--- config.mk ---
export PLATFORM = sky130hd
export DESIGN_NAME = enytank_spawner_flat
export DESIGN_NICKNAME = d
export VERILOG_FILES = /design/src/rtl/enytank_spawner_if.sv /design/src/rtl/enytank_spawner.sv /design/src/flat_wrapper.sv
export SDC_FILE = /design/constraint.sdc
export NUM_CORES = 1
export LEC_CHECK = 0
export BUFFER_PORTS_ARGS = -buffer_cell sky130_fd_sc_hd__buf_4
export CORE_MARGIN = 10
export CORE_UTILIZATION = 45
export CTS_BUF_LIST = sky130_fd_sc_hd__clkbuf_8 sky130_fd_sc_hd__clkbuf_16
export DETAILED_ROUTE_END_ITERATION = 8
export HOLD_SLACK_MARGIN = 0.1
export PLACE_DENSITY = 0.75
export REMOVE_ABC_BUFFERS = 1
export SKIP_CTS_REPAIR_TIMING = 1
export SYNTH_ARGS = -nofsm -noshare
export SYNTH_HDL_FRONTEND = slang
export SYNTH_SLANG_ARGS = --single-unit
--- constraint.sdc ---
create_clock -name clk -period 4.1 [get_ports clk]
set_input_delay 0.82 -clock clk [delete_from_list [all_inputs] [get_ports clk]]
set_output_delay 0.82 -clock clk [all_outputs]
set_load 0.03 [all_outputs]
--- src/rtl/enytank_spawner_if.sv ---
// enytank_spawner_if -- signal bundle between the game controller and the
// enemy-tank spawner.
//   master : drives tick, start, tank_state; observes spawner outputs
//   slave  : the spawner itself
// Signals:
//   tick        game-rate strobe (one clk wide)
//   start       one-clk pulse that launches a wave
//   tank_state  bit i high while slot i's tank is alive
//   tank_en     one-clk spawn request, at most one bit set
//   spawned_cnt tanks issued in the current wave
//   killed_cnt  tanks destroyed in the current wave
//   busy        wave in progress
//   wave_done   wave finished, waiting for the next start
interface enytank_spawner_if #(
    parameter int TANK_NUM = 4,
    parameter int CNT_W    = 8
);
    logic                tick;
    logic                start;
    logic [TANK_NUM-1:0] tank_state;
    logic [TANK_NUM-1:0] tank_en;
    logic [CNT_W-1:0]    spawned_cnt;
    logic [CNT_W-1:0]    killed_cnt;
    logic                busy;
    logic                wave_done;

    modport master (
        output tick, start, tank_state,
        input  tank_en, spawned_cnt, killed_cnt, busy, wave_done
    );

    modport slave (
        input  tick, start, tank_state,
        output tank_en, spawned_cnt, killed_cnt, busy, wave_done
    );
endinterface

--- src/rtl/enytank_spawner.sv ---
// enytank_spawner -- issues enemy tanks into free slots, one at a time,
// spaced by at least SPAWN_GAP ticks, until WAVE_SIZE tanks have been
// issued; the wave ends once WAVE_SIZE kills have been seen.
// Ports:
//   clk     system clock
//   rst     synchronous active-high reset
//   freeze  (only with ENYTANK_SPAWN_FREEZE_EN) ignore ticks while high;
//           kill counting carries on
//   bus     enytank_spawner_if.slave (tick/start/tank_state in,
//           tank_en/spawned_cnt/killed_cnt/busy/wave_done out)
// Build option: define ENYTANK_SPAWN_FREEZE_EN to add the freeze input.
module enytank_spawner #(
    parameter int TANK_NUM  = 4,
    parameter int SPAWN_GAP = 8,
    parameter int WAVE_SIZE = 20,
    parameter int CNT_W     = 8
) (
    input logic clk,
    input logic rst,
`ifdef ENYTANK_SPAWN_FREEZE_EN
    input logic freeze,
`endif
    enytank_spawner_if.slave bus
);
    localparam int PTR_W = (TANK_NUM > 1) ? $clog2(TANK_NUM) : 1;
    localparam int GAP_W = (SPAWN_GAP > 1) ? $clog2(SPAWN_GAP) : 1;
    localparam logic [GAP_W-1:0] GAP_MAX  = GAP_W'(SPAWN_GAP - 1);
    localparam logic [CNT_W-1:0] WAVE_MAX = CNT_W'(WAVE_SIZE);

    typedef enum logic [1:0] {IDLE, RUN, DONE} state_t;

    state_t              state, state_next;
    logic [TANK_NUM-1:0] state_q;     // tank_state history, one clk old
    logic [TANK_NUM-1:0] pending;     // spawn issued, tank not yet seen alive
    logic [TANK_NUM-1:0] free, kill, rise, onehot;
    logic [TANK_NUM-1:0] tank_en_r;
    logic [PTR_W-1:0]    rr_ptr, sel, ptr_after;
    logic                found;
    logic [GAP_W-1:0]    gap;
    logic [CNT_W-1:0]    spawned, killed, killed_next;
    logic [CNT_W:0]      kill_sum;
    logic                tick_eff, gap_full, spawn, wave_start;

`ifdef ENYTANK_SPAWN_FREEZE_EN
    assign tick_eff = bus.tick & ~freeze;
`else
    assign tick_eff = bus.tick;
`endif

    // Selection works from the registered history, so a slot freed in the
    // same clk as a tick only becomes eligible on a later tick.
    assign rise     = bus.tank_state & ~state_q;
    assign kill     = state_q & ~bus.tank_state;
    assign free     = ~state_q & ~pending;
    assign gap_full = (gap == GAP_MAX);

    // First free slot at or after rr_ptr, wrapping at TANK_NUM-1.
    always_comb begin
        int idx;
        found = 1'b0;
        sel   = '0;
        for (int k = 0; k < TANK_NUM; k++) begin
            idx = int'(rr_ptr) + k;
            if (idx >= TANK_NUM) idx = idx - TANK_NUM;
            if (!found && free[idx]) begin
                found = 1'b1;
                sel   = PTR_W'(idx);
            end
        end
    end

    assign onehot    = TANK_NUM'(1) << sel;
    assign ptr_after = (sel == PTR_W'(TANK_NUM - 1)) ? '0 : sel + PTR_W'(1);

    // Kill popcount added to the running total, saturating at WAVE_SIZE.
    always_comb begin
        kill_sum = {1'b0, killed};
        for (int i = 0; i < TANK_NUM; i++)
            kill_sum = kill_sum + (CNT_W+1)'(kill[i]);
        killed_next = (kill_sum >= (CNT_W+1)'(WAVE_SIZE)) ? WAVE_MAX
                                                           : kill_sum[CNT_W-1:0];
    end

    // Next-state and spawn decision. Spawning stops once the wave is fully
    // killed so no request can land in the first DONE clk.
    always_comb begin
        state_next = state;
        wave_start = 1'b0;
        spawn      = 1'b0;
        case (state)
            IDLE, DONE: begin
                if (bus.start) begin
                    state_next = RUN;
                    wave_start = 1'b1;
                end
            end
            RUN: begin
                if (killed == WAVE_MAX)
                    state_next = DONE;
                else if (tick_eff && gap_full && (spawned < WAVE_MAX) && found)
                    spawn = 1'b1;
            end
            default: state_next = IDLE;
        endcase
    end

    always_ff @(posedge clk) begin
        if (rst) state <= IDLE;
        else     state <= state_next;
    end

    always_ff @(posedge clk) begin
        if (rst) begin
            state_q   <= '0;
            pending   <= '0;
            tank_en_r <= '0;
            rr_ptr    <= '0;
            gap       <= '0;
            spawned   <= '0;
            killed    <= '0;
        end else begin
            state_q   <= bus.tank_state;
            tank_en_r <= '0;
            pending   <= pending & ~rise;
            if (wave_start) begin
                spawned <= '0;
                killed  <= '0;
                pending <= '0;
                // Preloaded full so the first tick of a wave spawns at once.
                gap     <= GAP_MAX;
            end else if (state == RUN) begin
                killed <= killed_next;
                if (spawn) begin
                    tank_en_r <= onehot;
                    pending   <= (pending & ~rise) | onehot;
                    spawned   <= spawned + CNT_W'(1);
                    gap       <= '0;
                    rr_ptr    <= ptr_after;
                end else if (tick_eff && !gap_full) begin
                    gap <= gap + GAP_W'(1);
                end
            end
        end
    end

    assign bus.tank_en     = tank_en_r;
    assign bus.spawned_cnt = spawned;
    assign bus.killed_cnt  = killed;
    assign bus.busy        = (state == RUN);
    assign bus.wave_done   = (state == DONE);
endmodule

--- src/flat_wrapper.sv ---
// flat-port wrapper written by rule: the top's interface ports become plain ports
module enytank_spawner_flat 
#(
    parameter int TANK_NUM  = 4,
    parameter int SPAWN_GAP = 8,
    parameter int WAVE_SIZE = 20,
    parameter int CNT_W     = 8
)
  (clk, rst, bus_tick, bus_start, bus_tank_state, bus_tank_en, bus_spawned_cnt, bus_killed_cnt, bus_busy, bus_wave_done);
  enytank_spawner_if #(.TANK_NUM(TANK_NUM), .CNT_W(CNT_W)) bus_i ();
  input logic clk;
  input logic rst;
  input wire logic [$bits(bus_i.tick)-1:0] bus_tick;
  input wire logic [$bits(bus_i.start)-1:0] bus_start;
  input wire logic [$bits(bus_i.tank_state)-1:0] bus_tank_state;
  output wire logic [$bits(bus_i.tank_en)-1:0] bus_tank_en;
  output wire logic [$bits(bus_i.spawned_cnt)-1:0] bus_spawned_cnt;
  output wire logic [$bits(bus_i.killed_cnt)-1:0] bus_killed_cnt;
  output wire logic [$bits(bus_i.busy)-1:0] bus_busy;
  output wire logic [$bits(bus_i.wave_done)-1:0] bus_wave_done;
  assign bus_i.tick = bus_tick;
  assign bus_i.start = bus_start;
  assign bus_i.tank_state = bus_tank_state;
  assign bus_tank_en = bus_i.tank_en;
  assign bus_spawned_cnt = bus_i.spawned_cnt;
  assign bus_killed_cnt = bus_i.killed_cnt;
  assign bus_busy = bus_i.busy;
  assign bus_wave_done = bus_i.wave_done;
  enytank_spawner #(.TANK_NUM(TANK_NUM), .SPAWN_GAP(SPAWN_GAP), .WAVE_SIZE(WAVE_SIZE), .CNT_W(CNT_W)) u_core (.clk(clk), .rst(rst), .bus(bus_i));
endmodule
-- Yosys cells after proc, flatten, opt, wreduce, memory -nomap -nowiden
Index checks and enable logic that the tools add are counted.
- register bits after elaboration: 35
- input bits: 8
- output and inout bits: 22
- word-level logic and storage cells: 113
- $add $sub $neg: 14
- magnitude comparators: 10
- equal/unequal tests: 7
- shift operators: 1
- muxes and demuxes: 40
- bitwise gates (word level): 12
- reduce and logical (&&, ||, !) cells: 21
- operators by type and width (kind ; count):
    < comparator 32 x 4 -> 1 bit (second input constant) ; 4
    2-to-1 mux 32 bit ; 4
    >= comparator 32 x 4 -> 1 bit (second input constant) ; 3
    subtractor 32 x 4 -> 32 bit (second input constant) ; 3
    adder 9 x 1 -> 9 bit ; 3
    2-to-1 mux 1 bit ; 17
    bitwise AND 4 bit ; 4
    NOT 4 bit ; 4
    2-to-1 mux 2 bit ; 7
    2-to-1 mux 3 bit ; 4
    adder 8 x 1 -> 9 bit ; 1
    >= comparator 9 x 5 -> 1 bit (second input constant) ; 1
    adder 8 x 1 -> 8 bit (second input constant) ; 1
    binary-select mux 1 bit (select 2 bit) ; 4
    equality test 8 x 5 -> 1 bit (second input constant) ; 1
    < comparator 8 x 5 -> 1 bit (second input constant) ; 1
    2-to-1 mux 4 bit ; 2
    2-to-1 mux 8 bit ; 1
    logical AND 1 bit ; 7
    adder 2 x 2 -> 3 bit (second input constant) ; 2
    AND reduction 2 bit ; 3
    equality test 2 bit (second input constant) ; 2
    zero test 1 bit ; 4
    bitwise OR 4 bit ; 1
    other kinds (18) ; 21

-- Depth between registers and ports, before layout
Gate-level depths: netlist of run 1.
- depth after elaboration: 22
- mapped depth: 10
- depth with buffers taken out: 10

-- Least setup slack after synthesis of run 1
Ideal clock, no wire load.
- path kind: input to register
- from: in bus_tank_state[0]
- to: reg u_core.killed[0], in the netlist u_core.bus.killed_cnt[0]
- library setup time: 0.071 ns
- arrival: 3.555 ns
- required time: 4.029 ns
- slack: 0.475 ns
- stages: 10
- path buffers: 0
- path through: inv_1 > nand2_1 > fa_1 > inv_1 > fa_1 > fa_1 > nor4b_2 > o21ai_2 > or4_1 > a21oi_1
- longest elaborated chain between the ends: 8
- ends and longest elaborated chain (item ; line ; source):
    start: declaration ; flat_wrapper.sv:15 ; input wire logic [$bits(bus_i.tank_state)-1:0] bus_tank_state;
    NOT 4 bit (*) ; enytank_spawner.sv:53 ; assign kill = state_q & ~bus.tank_state;
    bitwise AND 4 bit (*) ; enytank_spawner.sv:53 ;
    adder 8 x 1 -> 9 bit (*) ; enytank_spawner.sv:79 ; kill_sum = kill_sum + (CNT_W+1)'(kill[i]);
    adder 9 x 1 -> 9 bit (*) (3 in a row) ; enytank_spawner.sv:79 ;
    >= comparator 9 x 5 -> 1 bit ; enytank_spawner.sv:80 ; killed_next = (kill_sum >= (CNT_W+1)'(WAVE_SIZE)) ? WAVE_MAX
    2-to-1 mux 8 bit (*) ; enytank_spawner.sv:80 ;
    end signal: assignment ; enytank_spawner.sv:132 ; killed <= killed_next;
    end: declaration ; enytank_spawner.sv:40 ; logic [CNT_W-1:0] spawned, killed, killed_next;
Every way passes the cells marked *; elsewhere a longest branch is shown, timed or not.
A chain may end at the register's enable or synchronous reset.

-- Worst setup path in the final report of run 1
Ends and elaborated chain as after synthesis.

==> results.json, run 1 <==
{
  "whs_ns": 0.480,
  "first_iter_violations": 111,
  "path_cells": "buf_4, inv_1, nand2_1, fa_1, inv_1, fa_1, fa_1, nor4b_2, o21ai_2, or4_1, a21oi_1",
  "synthToLayoutAreaGrowth_pct": 18.6,
  "yosysSeqAreaShare_pct": 41.1,
  "fillers": 363,
  "internal_power_w": 0.000484,
  "post_dp_cell_area_sq_mm": 0.00194,
  "ios": 30,
  "crit_path_end_kind": "flop",
  "antenna_cells": 0,
  "yosys_register_bits": 35,
  "p_leak_nw": 0.901,
  "grt_use_total_pct": 11.9,
  "dp.final_hpwl_um": 2850,
  "grt_pass1_wl_um": 6220,
  "vias": 1441,
  "p_per_area_mw_per_mm2": 319,
  "path_common_cell": "fa_1",
  "async_flop_share_pct": 0,
  "layout_common_cells": "dfxtp_1 (35), buf_4 (30), nor2_1 (22)",
  "path_class": "input pin to flop",
  "start_util_pct": 46.6,
  "ys_warn_count": 0,
  "grt_pass1_vias": 1368,
  "cts.clk_slew.worst_paths_ns": 0.07,
  "setup-tns-final_ns": 0,
  "grt_overflow": 0,
  "antenna_left": 0,
  "worstPathArrival_ns": 3.85,
  "fmax_mhz": 276,
  "clk_path_buf_depth": 2,
  "wl_per_cell_um": 14.0,
  "netlist-cell-type-count": 50,
  "slew_viol_final": 0,
  "seq_power_share_pct": 54.6,
  "dp_cells": 261,
  "max_cap_violations": 0,
  "rsz0062_at_grt": "false",
  "slowest_delay_ns": 0.55,
  "final_area_sq_mm": 0.00202,
  "setup-violations-final": 0,
  "drt_first_pass_iters": 4,
  "grt-busiest-layer": "met2",
  "outcome": "finished clean",
  "grt_max_degree": 15,
  "hold_class": "flop to flop",
  "die-area_sq_mm": 0.00665,
  "hold_viol_final": 0,
  "synth_edf_count": 0,
  "row_count": 22,
  "io_buffer_count": 29,
  "tightest_slew_ns": 0.547,
  "synth_area_leaders": "dfxtp_1 (41%), ha_1 (5.9%), nor2_1 (4.8%)",
  "die_h_um": 81.6,
  "insertion_delay_ns": 0.29,
  "syn_area_sq_mm": 0.00171,
  "cts_buffers": 5,
  "min_period_ns": 3.63,
  "layout-drive-gt1-share_pct": 19.9,
  "wl_um": 3780,
  "utilization_pct": 55.2,
  "critPathRequiredTime_ns": 4.32,
  "drc_errors": 0,
  "power_switching_w": 0.000161,
  "cp_max_fo": 6,
  "gp_congestion": 0.850,
  "clockPowerShare_pct": 35.9,
  "met3_usage_pct": 4.26,
  "cts.sinks": 35,
  "synth_top_area_share_pct": 41.1,
  "root_buffer": "clkbuf_8",
  "final_common_cell": "dfxtp_1",
  "instances_no_fill": 269,
  "p_comb_share_pct": 9.5,
  "skew_ns": 0.00295,
  "relSlewSlack_pct": 63.3,
  "via_per_inst": 5.36,
  "yosys_most_used_dff": "dfxtp_1",
  "cts_tree": "yes",
  "crit_slowest_cell": "fa_1",
  "ir_drop_v": 0.000184,
  "fin_nets": 239,
  "switching_share_pct": 24.9,
  "antenna_found_initial": 0,
  "crit_path_start_kind": "input pin",
  "use_met2_pct": 17.9,
  "yosysTopAreaCell": "dfxtp_1",
  "die_x_um": 81.6,
  "groute.layer.met1.usage_pct": 14.7,
  "cts.htree.levels": 2,
  "syn-instance-count": 191,
  "finalCritPeriodShare_pct": 88.5,
  "core_area_sq_mm": 0.00366,
  "syn_area_per_cell_sq_um": 8.93
}
area by class of cell:
class	instances	area [sq um]	area share (%)
Timing Repair Buffer	30	225	11.1
Sequential cell	35	701	34.7
Tap cell	48	60.1	2.97
Multi-Input combinational cell	136	910	45.0
Clock buffer	5	68.8	3.40
Inverter	12	45.0	2.23
Clock inverter	3	12.5	0.619
metrics by stage:
| step | worst slack, ns | power, W |
|---|---|---|
| final | 0.472 | 0.000645 |
| after global routing | 0.306 | 0.000678 |
| after CTS | 0.459 | 0.000652 |
| after detailed placement | 0.157 | 0.000421 |
| after global placement | 0.242 | 0.000420 |
| after floorplan | 0.476 | 0.000398 |
path summary, 6_finish.rpt:
path / from / endpoint / slack, ns / cells after the start
setup reg to reg: u_core.state_q[0]$_SDFF_PP0_ / u_core.bus.killed_cnt[0]$_SDFFE_PP0P_ / 0.79 / 9
hold / removal: u_core.pending[3]$_SDFF_PP0_ / u_core.pending[3]$_SDFF_PP0_ / 0.48 / 2
setup / recovery: bus_tank_state[0] / u_core.bus.killed_cnt[0]$_SDFFE_PP0P_ / 0.47 / 11
hold reg to reg: u_core.pending[3]$_SDFF_PP0_ / u_core.pending[3]$_SDFF_PP0_ / 0.48 / 2
worst max-delay path: cells and delay by family:
| family | cells | cell delay (ns) |
|---|---|---|
| compound gates | 2 | 0.32 |
| fa+ha+maj | 3 | 1.48 |
| buf+inv | 3 | 0.23 |
| simple gates | 3 | 1.00 |
flip-flops by register name, summed over array words and instances (netlist names):
signal / flops
u_core.bus.spawned_cnt: 8
u_core.pending: 4
u_core.bus.killed_cnt: 8
u_core.bus.tank_en: 4
u_core.state: 2
u_core.state_q: 4
u_core.rr_ptr: 2
u_core.gap: 3
cell families after synthesis:
family | synth area share [%]
simple gates | 24.7
compound gates | 16.4
xor+xnor | 1.03
mux | 1.76
fa+ha+maj | 9.39
buf+inv | 5.58
flops | 41.1
Yosys cell counts, types with 4 or more instances:
library cell and n:
a21oi_1 15, and3_1 10, clkbuf_1 4, dfxtp_1 35
ha_1 8, inv_1 11, nand2_1 15, nand3_1 4
nor2_1 22, nor3_1 4, o21ai_0 5
metal layers:
metal	up-vias	share of wire, %	wire length (um)
met5	-	0	0
met4	0	1.2	44
met3	6	7.4	281
met2	39	44	1680
met1	659	47	1780
li1	737	-	-
power by group through the flow:
stage	Sequential [W]	Combinational [W]	Clock, W
after floorplan	0.000360	0.0000378	0
after global placement	0.000360	0.0000598	0
after detailed placement	0.000360	0.0000606	0
after CTS	0.000352	0.0000609	0.000239
after global routing	0.000353	0.0000687	0.000256
final	0.000352	0.0000611	0.000232
(Power assumes the default switching activity.)
==> run 2, diff against run 1 <==
==> constraint.sdc (replaced) <==
create_clock -name clk -period 4.1 [get_ports clk]
set_input_delay 0.41 -clock clk [delete_from_list [all_inputs] [get_ports clk]]
set_output_delay 0.41 -clock clk [all_outputs]
set_load 0.03 [all_outputs]
==> results.json, run 2 (same netlist as run 1, synthesis figures left out) <==
{
  "outcome": "finished clean",
  "p_per_area_mw_per_mm2": 356,
  "slowest_delay_ns": 0.56,
  "cts.sinks": 35,
  "setup-tns-final_ns": 0,
  "die_h_um": 81.6,
  "place_ws_ns": 0.601,
  "start_util_pct": 46.6,
  "p_leak_nw": 0.907,
  "ir_drop_v": 0.000186,
  "rr_endpoint": "u_core.bus.killed_cnt[1]$_SDFFE_PP0P_",
  "hold_depth": 3,
  "first_iter_violations": 108,
  "antenna_found_initial": 0,
  "wl_per_cell_um": 14.3,
  "root_buffer": "clkbuf_8",
  "path_class": "flop to flop",
  "max_cap_violations": 0,
  "insertion_delay_ns": 0.29,
  "min_period_ns": 3.34,
  "die-area_sq_mm": 0.00665,
  "final_common_cell": "dfxtp_1",
  "grt_pass1_wl_um": 6390,
  "core_area_sq_mm": 0.00366,
  "cts.clk_slew.worst_paths_ns": 0.07,
  "cts_tree": "yes",
  "drt_first_pass_iters": 4,
  "r2r_start": "u_core.state_q[0]$_SDFF_PP0_",
  "crit_slowest_cell": "fa_1",
  "fin_nets": 238,
  "skew_ns": 0.0101,
  "wl_um": 3840,
  "cp_max_fo": 6,
  "instances_no_fill": 268,
  "slew_viol_final": 0,
  "antenna_cells": 0,
  "crit_family": "adder cells",
  "whs_ns": 0.360,
  "die_x_um": 81.6,
  "row_count": 22,
  "hold_end": "u_core.state_q[2]$_SDFF_PP0_",
  "setup-violations-final": 0,
  "crit_path_end_kind": "flop",
  "ios": 30,
  "vias": 1433,
  "postLayoutSetupSlackWorst_ns": 0.756,
  "clk_path_buf_depth": 2,
  "cts.htree.levels": 2,
  "tightest_slew_ns": 0.850,
  "hold_start": "bus_tank_state[2]",
  "via_per_inst": 5.35,
  "grt_pass1_vias": 1378,
  "dp.final_hpwl_um": 2860,
  "grt_max_degree": 15,
  "fmax_mhz": 299,
  "path_cells": "nand2_1, fa_1, inv_1, fa_1, fa_1, nor4b_2, o21ai_2, or4_1, a21oi_1",
  "layout_common_cells": "dfxtp_1 (35), buf_4 (29), nor2_1 (22)",
  "path_common_cell": "fa_1",
  "antenna_left": 0,
  "reg2reg_slack_ns": 0.76,
  "hold_viol_final": 0,
  "grt_use_total_pct": 12.3,
  "worstPathArrival_ns": 3.56,
  "finalCritPeriodShare_pct": 81.6,
  "synthToLayoutAreaGrowth_pct": 20.2,
  "grt_overflow": 0,
  "drc_errors": 0,
  "r2r_cells": 9,
  "total_power_w": 0.000730,
  "crit_path_start_kind": "flop",
  "rsz0062_at_grt": "false",
  "io_buffer_count": 29,
  "fillers": 356,
  "critPathBufInv": 1,
  "cts_buffers": 5,
  "gp_congestion": 0.858,
  "dp_cells": 260,
  "relSlewSlack_pct": 43.1,
  "critPathRequiredTime_ns": 4.32,
  "hold_class": "input pin to flop",
  "layout-drive-gt1-share_pct": 20.5
}
-- run 2: changes by cell type in the layout (fill, tap and decap cells not counted) --
| cell | before | now |
|---|---|---|
| clkbuf_8 | 5 | 6 |
| buf_4 | 30 | 29 |
| inv_1 | 13 | 11 |
| bufinv_16 | 0 | 1 |
-- run 2: worst min-delay path, delay by kind of cell --
family | cells | cell delay [ns]
AND/OR/NAND/NOR | 1 | 0.08
buffers and inverters | 2 | 0.13
-- run 2: area by class of cell --
class	instances	area, sq um	area share (%)
Multi-Input combinational cell	136	910	44.4
Sequential cell	35	701	34.2
Timing Repair Buffer	29	218	10.6
Clock buffer	6	82.6	4.03
Tap cell	48	60.1	2.93
Inverter	12	45.0	2.20
Clock inverter	2	35.0	1.71
-- run 2: routing by layer --
metal	global-route usage [%]	share of wire (%)	vias to the layer above
met3	3.60	7.5	9
met1	15.5	46	641
met4	7.44	2.2	0
met2	18.1	44	51
met5	0	0	-
li1	-	-	732
-- run 2: worst max-delay path by stage --
| stage | from | end | slack (ns) | depth (start not counted) |
|---|---|---|---|---|
| 3_3_place_gp | bus_tank_state[0] | u_core.bus.killed_cnt[1]$_SDFFE_PP0P_ | 0.65 | 11 |
| 2_1_floorplan | bus_tank_state[0] | u_core.bus.killed_cnt[0]$_SDFFE_PP0P_ | 0.89 | 10 |
| 4_1_cts | u_core.state_q[0]$_SDFF_PP0_ | u_core.bus.killed_cnt[1]$_SDFFE_PP0P_ | 0.76 | 9 |
| 3_5_place_dp | bus_tank_state[0] | u_core.bus.killed_cnt[1]$_SDFFE_PP0P_ | 0.60 | 11 |
| 5_1_grt | u_core.state_q[0]$_SDFF_PP0_ | u_core.bus.killed_cnt[0]$_SDFFE_PP0P_ | 0.54 | 9 |
| 6_report | u_core.state_q[0]$_SDFF_PP0_ | u_core.bus.killed_cnt[1]$_SDFFE_PP0P_ | 0.76 | 9 |
-- run 2: report_power, final --
group / switching, W / total, W / internal, W
sequential: 0.00000568 / 0.000352 / 0.000347
clock: 0.000121 / 0.000318 / 0.000197
combinational: 0.0000377 / 0.0000602 / 0.0000226
-- run 2: through the flow --
stage / utilization [%] / cell area, sq um
4_1_cts: 56.0 / 2050
2_1_floorplan: - / 1660
3_3_place_gp: 52.8 / 1930
5_1_grt: 56.0 / 2050
6_report: 56.0 / 2050
3_5_place_dp: 52.8 / 1930
